--- src/rtl/mac_kbd_pkg.sv ---
// Shared constants and types for the Macintosh Plus keyboard emulation.
package mac_kbd_pkg;

    localparam logic [7:0] CMD_INQUIRY = 8'h10;
    localparam logic [7:0] CMD_INSTANT = 8'h14;
    localparam logic [7:0] CMD_MODEL   = 8'h16;
    localparam logic [7:0] CMD_TEST    = 8'h36;

    localparam logic [7:0] RSP_NULL   = 8'h7B;
    localparam logic [7:0] RSP_ACK    = 8'h7D;
    localparam logic [7:0] RSP_MODEL  = 8'h0B;
    localparam logic [7:0] RSP_PREFIX = 8'h79;

    localparam logic [6:0] MAP_CAPS = 7'h73;

    typedef struct packed {
        logic       keypad;
        logic [7:0] code;
    } kbd_evt_t;

    typedef enum logic {
        INQ_IDLE,
        INQ_WAIT
    } inq_state_t;

endpackage

--- src/rtl/ps2_kbd_map.sv ---
// Set-2 scancode to M0110A key-code ROM; entry bit 7 flags keys sent behind the 0x79 prefix.
module ps2_kbd_map (
    input  logic       ext,
    input  logic [7:0] scancode,
    output logic       valid,
    output logic       keypad,
    output logic [6:0] mapcode
);
    logic [7:0] e;

    // Every Mac code is odd, so a zero entry doubles as "unmapped".
    always_comb begin
        e = 8'h00;
        case ({ext, scancode})
            9'h01C: e = 8'h01;  9'h01B: e = 8'h03;  9'h023: e = 8'h05;  9'h02B: e = 8'h07;
            9'h033: e = 8'h09;  9'h034: e = 8'h0B;  9'h01A: e = 8'h0D;  9'h022: e = 8'h0F;
            9'h021: e = 8'h11;  9'h02A: e = 8'h13;  9'h032: e = 8'h17;  9'h015: e = 8'h19;
            9'h01D: e = 8'h1B;  9'h024: e = 8'h1D;  9'h02D: e = 8'h1F;  9'h035: e = 8'h21;
            9'h02C: e = 8'h23;  9'h016: e = 8'h25;  9'h01E: e = 8'h27;  9'h026: e = 8'h29;
            9'h025: e = 8'h2B;  9'h036: e = 8'h2D;  9'h02E: e = 8'h2F;  9'h055: e = 8'h31;
            9'h046: e = 8'h33;  9'h03D: e = 8'h35;  9'h04E: e = 8'h37;  9'h03E: e = 8'h39;
            9'h045: e = 8'h3B;  9'h05B: e = 8'h3D;  9'h044: e = 8'h3F;  9'h03C: e = 8'h41;
            9'h054: e = 8'h43;  9'h043: e = 8'h45;  9'h04D: e = 8'h47;  9'h05A: e = 8'h49;
            9'h04B: e = 8'h4B;  9'h03B: e = 8'h4D;  9'h052: e = 8'h4F;  9'h042: e = 8'h51;
            9'h04C: e = 8'h53;  9'h05D: e = 8'h55;  9'h041: e = 8'h57;  9'h04A: e = 8'h59;
            9'h031: e = 8'h5B;  9'h03A: e = 8'h5D;  9'h049: e = 8'h5F;  9'h00D: e = 8'h61;
            9'h029: e = 8'h63;  9'h00E: e = 8'h65;  9'h066: e = 8'h67;  9'h014: e = 8'h6F;
            9'h11F: e = 8'h6F;  9'h012: e = 8'h71;  9'h059: e = 8'h71;  9'h058: e = 8'h73;
            9'h011: e = 8'h75;  9'h111: e = 8'h75;
            9'h070: e = 8'hA5;  9'h069: e = 8'hA7;  9'h072: e = 8'hA9;  9'h07A: e = 8'hAB;
            9'h06B: e = 8'hAD;  9'h073: e = 8'hAF;  9'h074: e = 8'hB1;  9'h06C: e = 8'hB3;
            9'h075: e = 8'hB7;  9'h07D: e = 8'hB9;  9'h071: e = 8'h83;  9'h07B: e = 8'h9D;
            9'h079: e = 8'h8D;  9'h07C: e = 8'h85;  9'h077: e = 8'h8F;  9'h14A: e = 8'h9B;
            9'h15A: e = 8'h99;
            // Arrows reuse the keypad operator codes, as on the M0110A.
            9'h175: e = 8'h9B;  9'h172: e = 8'h91;  9'h16B: e = 8'h8D;  9'h174: e = 8'h85;
            default: e = 8'h00;
        endcase
    end

    assign valid   = e[0];
    assign keypad  = e[7];
    assign mapcode = e[6:0];

endmodule

--- src/rtl/ps2_kbd.sv ---
// M0110A keyboard emulation: PS/2 key events into a transition FIFO, answered
// one byte at a time to Inquiry/Instant/Model/Test commands from the Mac.
module ps2_kbd
    import mac_kbd_pkg::*;
#(
    parameter int unsigned FIFO_DEPTH      = 8,
    parameter int unsigned INQUIRY_TIMEOUT = 2031250
) (
    input  logic        clk,
    input  logic        reset,
    input  logic        ce,
    input  logic [10:0] ps2_key,
    input  logic [7:0]  data_out,
    input  logic        strobe_out,
    output logic [7:0]  data_in,
    output logic        strobe_in,
    output logic        capslock
);
    localparam int unsigned AW = $clog2(FIFO_DEPTH);
    localparam int unsigned TW = $clog2(INQUIRY_TIMEOUT + 1);
    localparam logic [AW:0]   DEPTH_C  = (AW + 1)'(FIFO_DEPTH);
    localparam logic [TW-1:0] TMO_LAST = TW'(INQUIRY_TIMEOUT - 1);

    logic          m_valid, m_keypad;
    logic [6:0]    m_code;

    logic          prev_q, prev_d, caps_q, caps_d, strobe_q, strobe_d, prefix_q, prefix_d;
    logic [7:0]    data_q, data_d;
    inq_state_t    state_q, state_d;
    logic [TW-1:0] timer_q, timer_d;
    logic [AW-1:0] wr_q, wr_d, rd_q, rd_d;
    logic [AW:0]   cnt_q, cnt_d;
    kbd_evt_t      mem_q [FIFO_DEPTH];
    kbd_evt_t      evt, head;
    logic          push_req, push, pop, send_head;

    ps2_kbd_map u_map (
        .ext      (ps2_key[8]),
        .scancode (ps2_key[7:0]),
        .valid    (m_valid),
        .keypad   (m_keypad),
        .mapcode  (m_code)
    );

    assign head = mem_q[rd_q];

    always_comb begin
        prev_d    = prev_q;
        caps_d    = caps_q;
        data_d    = data_q;
        strobe_d  = strobe_q;
        prefix_d  = prefix_q;
        state_d   = state_q;
        timer_d   = timer_q;
        evt       = '0;
        push_req  = 1'b0;
        send_head = 1'b0;
        pop       = 1'b0;
        push      = 1'b0;
        if (ce) begin
            prev_d   = ps2_key[10];
            strobe_d = 1'b0;
            if ((ps2_key[10] != prev_q) && m_valid) begin
                if (!m_keypad && m_code == MAP_CAPS) begin
                    if (ps2_key[9]) begin
                        caps_d   = ~caps_q;
                        evt      = '{keypad: 1'b0, code: {caps_q, MAP_CAPS}};
                        push_req = 1'b1;
                    end
                end else begin
                    evt      = '{keypad: m_keypad, code: {~ps2_key[9], m_code}};
                    push_req = 1'b1;
                end
            end
            if (strobe_out) begin
                state_d = INQ_IDLE;
                case (data_out)
                    CMD_INQUIRY: begin
                        if (cnt_q != '0) begin
                            send_head = 1'b1;
                        end else begin
                            state_d = INQ_WAIT;
                            timer_d = TW'(1);
                        end
                    end
                    CMD_INSTANT: begin
                        if (cnt_q != '0) begin
                            send_head = 1'b1;
                        end else begin
                            data_d   = RSP_NULL;
                            strobe_d = 1'b1;
                        end
                    end
                    CMD_MODEL: begin data_d = RSP_MODEL; strobe_d = 1'b1; end
                    CMD_TEST:  begin data_d = RSP_ACK;   strobe_d = 1'b1; end
                    default: ;
                endcase
            end else if (state_q == INQ_WAIT) begin
                // Pending Inquiry implies an empty FIFO, so the new event is the head.
                if (push_req) begin
                    state_d  = INQ_IDLE;
                    strobe_d = 1'b1;
                    if (evt.keypad) begin
                        data_d   = RSP_PREFIX;
                        prefix_d = 1'b1;
                    end else begin
                        data_d   = evt.code;
                        push_req = 1'b0;
                    end
                end else if (timer_q == TMO_LAST) begin
                    state_d  = INQ_IDLE;
                    data_d   = RSP_NULL;
                    strobe_d = 1'b1;
                end else begin
                    timer_d = timer_q + TW'(1);
                end
            end
            if (send_head) begin
                strobe_d = 1'b1;
                if (head.keypad && !prefix_q) begin
                    data_d   = RSP_PREFIX;
                    prefix_d = 1'b1;
                end else begin
                    data_d   = head.code;
                    prefix_d = 1'b0;
                    pop      = 1'b1;
                end
            end
            push = push_req && (cnt_q != DEPTH_C);
        end
        wr_d  = wr_q + AW'(push);
        rd_d  = rd_q + AW'(pop);
        cnt_d = cnt_q + (AW + 1)'(push) - (AW + 1)'(pop);
    end

    always_ff @(posedge clk) begin
        if (reset) begin
            prev_q   <= ps2_key[10];
            caps_q   <= 1'b0;
            data_q   <= '0;
            strobe_q <= 1'b0;
            prefix_q <= 1'b0;
            state_q  <= INQ_IDLE;
            timer_q  <= '0;
            wr_q     <= '0;
            rd_q     <= '0;
            cnt_q    <= '0;
        end else begin
            prev_q   <= prev_d;
            caps_q   <= caps_d;
            data_q   <= data_d;
            strobe_q <= strobe_d;
            prefix_q <= prefix_d;
            state_q  <= state_d;
            timer_q  <= timer_d;
            wr_q     <= wr_d;
            rd_q     <= rd_d;
            cnt_q    <= cnt_d;
        end
    end

    always_ff @(posedge clk) begin
        if (push) begin
            mem_q[wr_q] <= evt;
        end
    end

    assign data_in   = data_q;
    assign strobe_in = strobe_q;
    assign capslock  = caps_q;

endmodule

--- config.mk ---
export PLATFORM = sky130hd
export DESIGN_NAME = ps2_kbd
export DESIGN_NICKNAME = d
export VERILOG_FILES = /design/src/rtl/mac_kbd_pkg.sv /design/src/rtl/ps2_kbd_map.sv /design/src/rtl/ps2_kbd.sv
export SDC_FILE = /design/constraint.sdc
export NUM_CORES = 1
export LEC_CHECK = 0
export BUFFER_PORTS_ARGS = -buffer_cell sky130_fd_sc_hd__buf_2
export CAP_MARGIN = 0
export CORE_UTILIZATION = 62
export DETAILED_ROUTE_END_ITERATION = 16
export HOLD_SLACK_MARGIN = 0.12
export PLACE_DENSITY = 0.91
export SKIP_LAST_GASP = 1
export SLEW_MARGIN = 5
export SYNTH_ARGS = -nofsm -noshare
export SYNTH_HDL_FRONTEND = slang
export SYNTH_SLANG_ARGS = --single-unit
--- constraint.sdc ---
create_clock -name clk -period 4.3 [get_ports clk]
set_input_delay 0 -clock clk [delete_from_list [all_inputs] [get_ports clk]]
set_output_delay 0 -clock clk [all_outputs]
set_load 0.02 [all_outputs]
---- After elaboration in Yosys (flattened, before gate mapping) ----
Memory sizes are Yosys's and may differ from the RTL's. A register that Yosys moved wholly into a read port is not among the register bits.
Index checks and enable logic that the tools add are counted.
cells by class
  add/subtract/negate cells ............... 5
  equal/unequal tests ..................... 94
  multiplexer cells ....................... 61
  bitwise gates (word level) .............. 2
  reduce and logical (&&, ||, !) cells .... 26
operators by type and width
  cell                   count
  $pmux 8 s73            1
  $eq 9x7->1 const B     36
  $eq 9x6->1 const B     23
  $mux 21                6
  $eq 9x5->1 const B     10
  $eq 9x9->1 const B     8
  $mux 8                 9
  $mux 1                 38
  $mux 9                 4
  $eq 8x5->1 const B     3
  $pmux 8 s3             1
  $add 21x1->21 const B  1
  $eq 21x21->1 const B   1
  $eq 9x4->1 const B     2
  $reduce_or 2->1        8
  $reduce_and 5->1       2
  $reduce_bool 2->1      5
  $eq 8x6->1 const B     1
  $ne 4x4->1 const B     2
  $reduce_bool 4->1      2
  $eq 7x7->1 const B     1
  $add 3x1->3            2
  $ne 2x2->1 const B     3
  $reduce_and 6->1       1
  12 further kinds       18
storage, ports and cells
  flip-flop bits (word level) ............. 44
  memory bits (writable) .................. 72
  input port bits ......................... 23
  output and inout bits ................... 10
  logic and storage cells ................. 199
  memories kept ........................... 1
memories
  memory  depth  bits a word  read ports  clocked after memory_dff  wr ports  line           RTL
  mem_q   8      9            1           1                         1         ps2_kbd.sv:33  kbd_evt_t mem_q [FIFO_DEPTH];

---- Longest topological paths before layout ----
  depth in word-level cells ............... 17
  mapped depth ............................ 18
  depth with buffers taken out ............ 14

---- By module ----
From an unflattened synthesis, not the netlist that was laid out.
second synthesis, totals
  cell total of the unflattened synthesis .. 741
  area, all modules ....................... 7349.5 µm²
modules (own cells, without submodules)
  module       times used  cells each  area each (µm²)  sequential area each (µm²)
  ps2_kbd      1           470         5731.7           3052.9
  ps2_kbd_map  1           271         1617.8           0.0

---- Least setup slack after synthesis ----
Ideal clock, no wire load.
  path kind ............................... input -> register
  start point ............................. input ps2_key[7]
  end point ............................... memory mem_q[0][0] in the netlist's numbering (enable)
  library setup time ...................... 0.399 ns
  data arrival time ....................... 2.813 ns
  data required time ...................... 3.901 ns
  path slack .............................. 1.088 ns
  stages .................................. 11
  path buffers ............................ 3
  cells stage by stage .................... buf_4 or4b_1 o32a_1 o221a_1 nand4_2 or4_1 buf_4 nand2_1 a21o_1 buf_6 nor4_1
on the way
  longest elaborated chain between the ends .. 17
  elaborated cells between the ends (all ways) .. 105
  classes of those cells .................. 80 x eq/ne; 15 x mux; 10 x reduce/logical
RTL lines
  element                                        line               RTL
  from (decl)                                    ps2_kbd.sv:12      input logic [10:0] ps2_key,
  $eq 9x7->1, or another cell as far along       ps2_kbd_map.sv:14  case ({ext, scancode})
  $reduce_or 2->1 (no line)                      n/a
  $pmux 8 s73 (*)                                ps2_kbd_map.sv:14
  $eq 7x7->1 or $logic_not 1->1 (tied branches)  ps2_kbd.sv:64      if (!m_keypad && m_code == MAP_CAPS) begin
  $logic_and 1x1->1                              ps2_kbd.sv:64
  $mux 9                                         ps2_kbd.sv:64
  $mux 9                                         ps2_kbd.sv:63      if ((ps2_key[10] != prev_q) && m_valid) begin
  $mux 9                                         ps2_kbd.sv:60      if (ce) begin
  $mux 1                                         ps2_kbd.sv:103     if (evt.keypad) begin
  $mux 1                                         ps2_kbd.sv:100     if (push_req) begin
  $mux 1                                         ps2_kbd.sv:98      end else if (state_q == INQ_WAIT) begin
  $mux 1 (*)                                     ps2_kbd.sv:75      if (strobe_out) begin
  $mux 1 (*)                                     ps2_kbd.sv:60
  $logic_and 1x1->1 (*)                          ps2_kbd.sv:129     push = push_req && (cnt_q != DEPTH_C);
  $mux 1 (*)                                     ps2_kbd.sv:60
  $mux 1 (*)                                     ps2_kbd.sv:163     if (push) begin
  $mux 1 (implied by the code) (*)               ps2_kbd.sv:164     mem_q[wr_q] <= evt;
  to (decl)                                      ps2_kbd.sv:33
Mark *: on every way between the ends. The rest lies on a longest branch, timed or not. The select of a mux whose other input is x is not followed.

---- Worst setup path after layout ----
  start point ............................. input ps2_key[2]
  end point ............................... register cnt_q[2]
on the way
  longest elaborated chain between the ends .. 17
  elaborated cells between the ends (all ways) .. 105
  classes of those cells .................. 2 x add/sub; 80 x eq/ne; 13 x mux; 10 x reduce/logical
RTL lines
  element                                        line               RTL
  $eq 9x7->1, or another cell as far along       ps2_kbd_map.sv:14
  $reduce_or 2->1 (no line)                      n/a
  $pmux 8 s73 (*)                                ps2_kbd_map.sv:14
  $eq 7x7->1 or $logic_not 1->1 (tied branches)  ps2_kbd.sv:64
  $logic_and 1x1->1                              ps2_kbd.sv:64
  $mux 9                                         ps2_kbd.sv:64
  $mux 9                                         ps2_kbd.sv:63
  $mux 9                                         ps2_kbd.sv:60
  $mux 1                                         ps2_kbd.sv:103
  $mux 1                                         ps2_kbd.sv:100
  $mux 1                                         ps2_kbd.sv:98
  $mux 1 (*)                                     ps2_kbd.sv:75
  $mux 1 (*)                                     ps2_kbd.sv:60
  $logic_and 1x1->1 (*)                          ps2_kbd.sv:129
  $mux 1 (*)                                     ps2_kbd.sv:60
  $add 4x1->4 (*)                                ps2_kbd.sv:133     cnt_d = cnt_q + (AW + 1)'(push) - (AW + 1)'(pop);
  $sub 4x1->4 (*)                                ps2_kbd.sv:133
  to (signal assigned)                           ps2_kbd.sv:158     cnt_q <= cnt_d;
  to (decl)                                      ps2_kbd.sv:32      logic [AW:0] cnt_q, cnt_d;
Marked as above.
A chain may end at the register's enable or synchronous reset.

==> results.py <==
metrics = {
    "grt": {
        "overflow": 0,
        "use_met3_pct": 7.87,
        "grt_pass1_vias": 5821,
        "use_met2_pct": 63.9,
        "grt_most_used_layer": "met2",
        "globalRouteTotalUtil_pct": 38.6,
        "grt_max_degree": 40,
        "antenna_found_initial": 0,
        "grt_pass1_wl_um": 32900,
        "use_met1_pct": 48.6,
    },
    "logic_synthesis": {
        "synth_top_family_by_area": "simple AND/OR/NAND/NOR gates",
        "ys_seq_elements": 116,
        "yosys.area_share.adder_pct": 2.47,
        "synth.avg_cell_area_um2": 10.3,
        "synthesis.area_mm2": 0.00688,
        "synth_area_leaders": "edfxtp_1, dfxtp_1, mux4_2",
        "synth_compound_area_share_pct": 14.5,
        "synth_edf_count": 73,
        "synth_cell_types": 87,
        "yosysSeqAreaShare_pct": 44.4,
        "synthArstFlopShare_pct": 0,
        "syn-instance-count": 665,
        "synth_top_area_cell": "edfxtp_1",
        "synthMuxAreaShare_pct": 7.13,
        "ys.flop_type": "edfxtp_1",
        "synth-simple-area-share_pct": 23.8,
        "synth_xor_area_share_pct": 1.76,
        "syn_nets": 701,
        "synth_top_area_share_pct": 31.9,
        "ys_warn_count": 0,
    },
    "finish": {
        "final_util_pct": 71.4,
        "area_delta_synth_final_pct": 12.5,
        "n_fill_cell": 708,
        "diodes": 0,
        "fin_nets": 722,
        "drive_gt1_share_pct": 18.6,
    },
    "timing": {
        "clock-skew-final_ps": 10.8,
        "tns_ps": 0,
        "post-route-period-util_pct": 85.5,
        "maxSlewHeadroom_pct": 41.0,
        "max_freq_mhz": 272,
        "worst_pin_slew_ps": 862,
        "rsz0062_at_grt": "false",
        "finalHoldViolCount": 0,
        "post-route-min-period_ps": 3680,
        "setup_viol": 0,
        "drv_slew": 0,
    },
    "routing": {
        "route.detailed.drc": 0,
        "wl_per_cell_um": 25.2,
        "vias": 6132,
        "antenna_left": 0,
        "detail_route.vias_per_cell": 7.31,
        "drt_pass1_iterations": 8,
        "wirelength_um": 21100,
        "first_iter_violations": 840,
    },
    "job": {
        "maxCapViolCount": 0,
    },
    "floorplan": {
        "io_pins": 33,
        "row_count": 38,
        "die_h_um": 107,
        "die_width_um": 107,
        "fp.dieArea_mm2": 0.0115,
        "initial_core_util_pct": 63.5,
        "core_mm2": 0.0108,
    },
    "critical_path": {
        "r2r_cells": 11,
        "worstSetupEndpointType": "flop",
        "crit_path_start_kind": "input pin",
        "crit_fanout": 24,
        "crit_arrival_ps": 4070,
        "worst_ep_required_time_ps": 4690,
        "critPathKind": "input pin to flop",
    },
    "clocking": {
        "root_buffer": "clkbuf_8",
        "clkSlewWorstSetupHoldPaths_ps": 60,
        "clk_path_buf_depth": 2,
        "ctsHoldBuffers": 9,
        "cts_setup_buffers": 0,
        "postCtsResizedCells": 0,
        "cts_tree": "done",
        "clock_latency_ps": 530,
        "cts_buffers": 17,
        "htreeDepth": 4,
        "clock_sinks": 116,
    },
    "power_and_ir_drop": {
        "peakVddDrop_uv": 416,
        "powerDensity_mw_per_mm2": 382,
        "leakage_nw": 2.67,
    },
    "min_path": {
        "hold_depth": 5,
        "hold_class": "input pin to flop",
    },
    "status": {
        "outcome": "complete, no violations",
    },
    "place": {
        "dpl.hpwl_um": 13800,
        "gp_congestion": 0.990,
        "io_buffer_count": 32,
    },
}
[power breakdown]
group | internal (mW) | switching [mW] | leakage (nW)
registers | 1.18 | 0.00727 | 1.06
logic | 0.0686 | 0.152 | 1.30
clock network | 1.01 | 0.534 | 0.307
total | 2.26 | 0.693 | 2.67
[logic make-up (layout without fill, tap and decap cells)]
group                    count (synthesis)  count (layout)
adder cells (fa/ha/maj)                 13              13
AO/OA/AOI/OAI                          145             145
flip-flops                             116             116
multiplexers                            26              26
XOR/XNOR                                13              13
AND/OR/NAND/NOR                        277             277
buffers and inverters                   75             109
[layout by cell type, fill, tap and decap left out, types with 5 or more instances in the layout]
master and n:
nor2b_1 12, dlygate4sd3_1 9, dfxtp_1 43, buf_2 32, or3_1 6, and2_1 5
o21ai_0 27, and3_1 6, mux4_2 18, nand4b_1 5, nor3_1 22, or4_1 15
o31ai_1 9, a21oi_1 27, nand4_1 15, o211ai_1 10, clkbuf_16 16, nand2_1 44
inv_1 19, xnor2_1 8, edfxtp_1 73, nor4_1 13, buf_4 16, a211oi_1 6
nand2b_1 7, nand3_1 23, ha_1 12, nor2_1 53, bufinv_16 5, a2111oi_0 5
or4b_1 7, o32ai_1 6, o22ai_1 13
[per-stage QoR]
| step | hold WS, ps | power [mW] | setup slack [ps] | std cells | area, um^2 |
|---|---|---|---|---|---|
| after global routing | 195 | 3.02 | 432 | 839 | 7740 |
| after global placement | 267 | 1.42 | 385 | 798 | 7010 |
| after floorplan | 98.9 | 1.37 | 1090 | 665 | 6880 |
| after CTS | 172 | 2.95 | 722 | 839 | 7740 |
| final | 196 | 2.95 | 622 | 839 | 7740 |
| after detailed placement | 267 | 1.42 | 211 | 798 | 7010 |
[critical path: stages]
cell and delay, ps:
buf_2 370, or2b_1 460, o32a_1 250, o221a_1 240
nand4_2 170, or4_1 730, nand2_1 160, a21o_1 420
ha_1 310, inv_1 50, ha_1 190, inv_1 90
fa_1 390, xor2_1 160, nor2_1 60
[per-layer routing]
layer,vias to the layer above,wire length (um)
met4,0,1160
met5,-,0
met2,488,10200
met1,2910,7520
li1,2618,-
met3,116,2220
[area by class of cell]
type / count / area [um^2] / share of cell area (%)
Timing Repair Buffer: 57 / 370 / 4.78
Clock buffer: 18 / 418 / 5.40
Sequential cell: 116 / 3050 / 39.4
Tap cell: 140 / 175 / 2.26
Inverter: 20 / 75.1 / 0.970
Multi-Input combinational cell: 474 / 3420 / 44.2
Clock inverter: 14 / 226 / 2.93
[registers in the layout, summed over array words and instances (netlist names)]
name,count
rd_q,3
capslock,1
data_in,8
state_q,1
prev_q,1
timer_q,21
strobe_in,1
wr_q,3
mem_q,72
cnt_q,4
prefix_q,1
[worst paths after layout]
| kind | start | endpoint | slack [ps] |
|---|---|---|---|
| worst max-delay path | ps2_key[2] | cnt_q[2]$_SDFF_PP0_ | 620 |
| worst min-delay path | data_out[2] | data_in[5]$_SDFFE_PP0P_ | 200 |
| worst max register to register | rd_q[0]$_SDFF_PP0_ | cnt_q[2]$_SDFF_PP0_ | 980 |
| worst min register to register | timer_q[18]$_SDFFE_PP0P_ | timer_q[18]$_SDFFE_PP0P_ | 500 |
[synthesized netlist by cell type, types with 10 or more instances]
cell	instances
nor4_1	14
nand2_1	44
ha_1	12
buf_4	15
buf_2	16
nor2b_1	12
nor2_1	53
dfxtp_1	43
clkbuf_1	14
nand3_1	23
mux4_2	18
o211ai_1	10
edfxtp_1	73
inv_1	19
nor3_1	22
or4_1	15
nand4_1	15
o21ai_0	27
o22ai_1	13
a21oi_1	27
(Power assumes the default switching activity.)
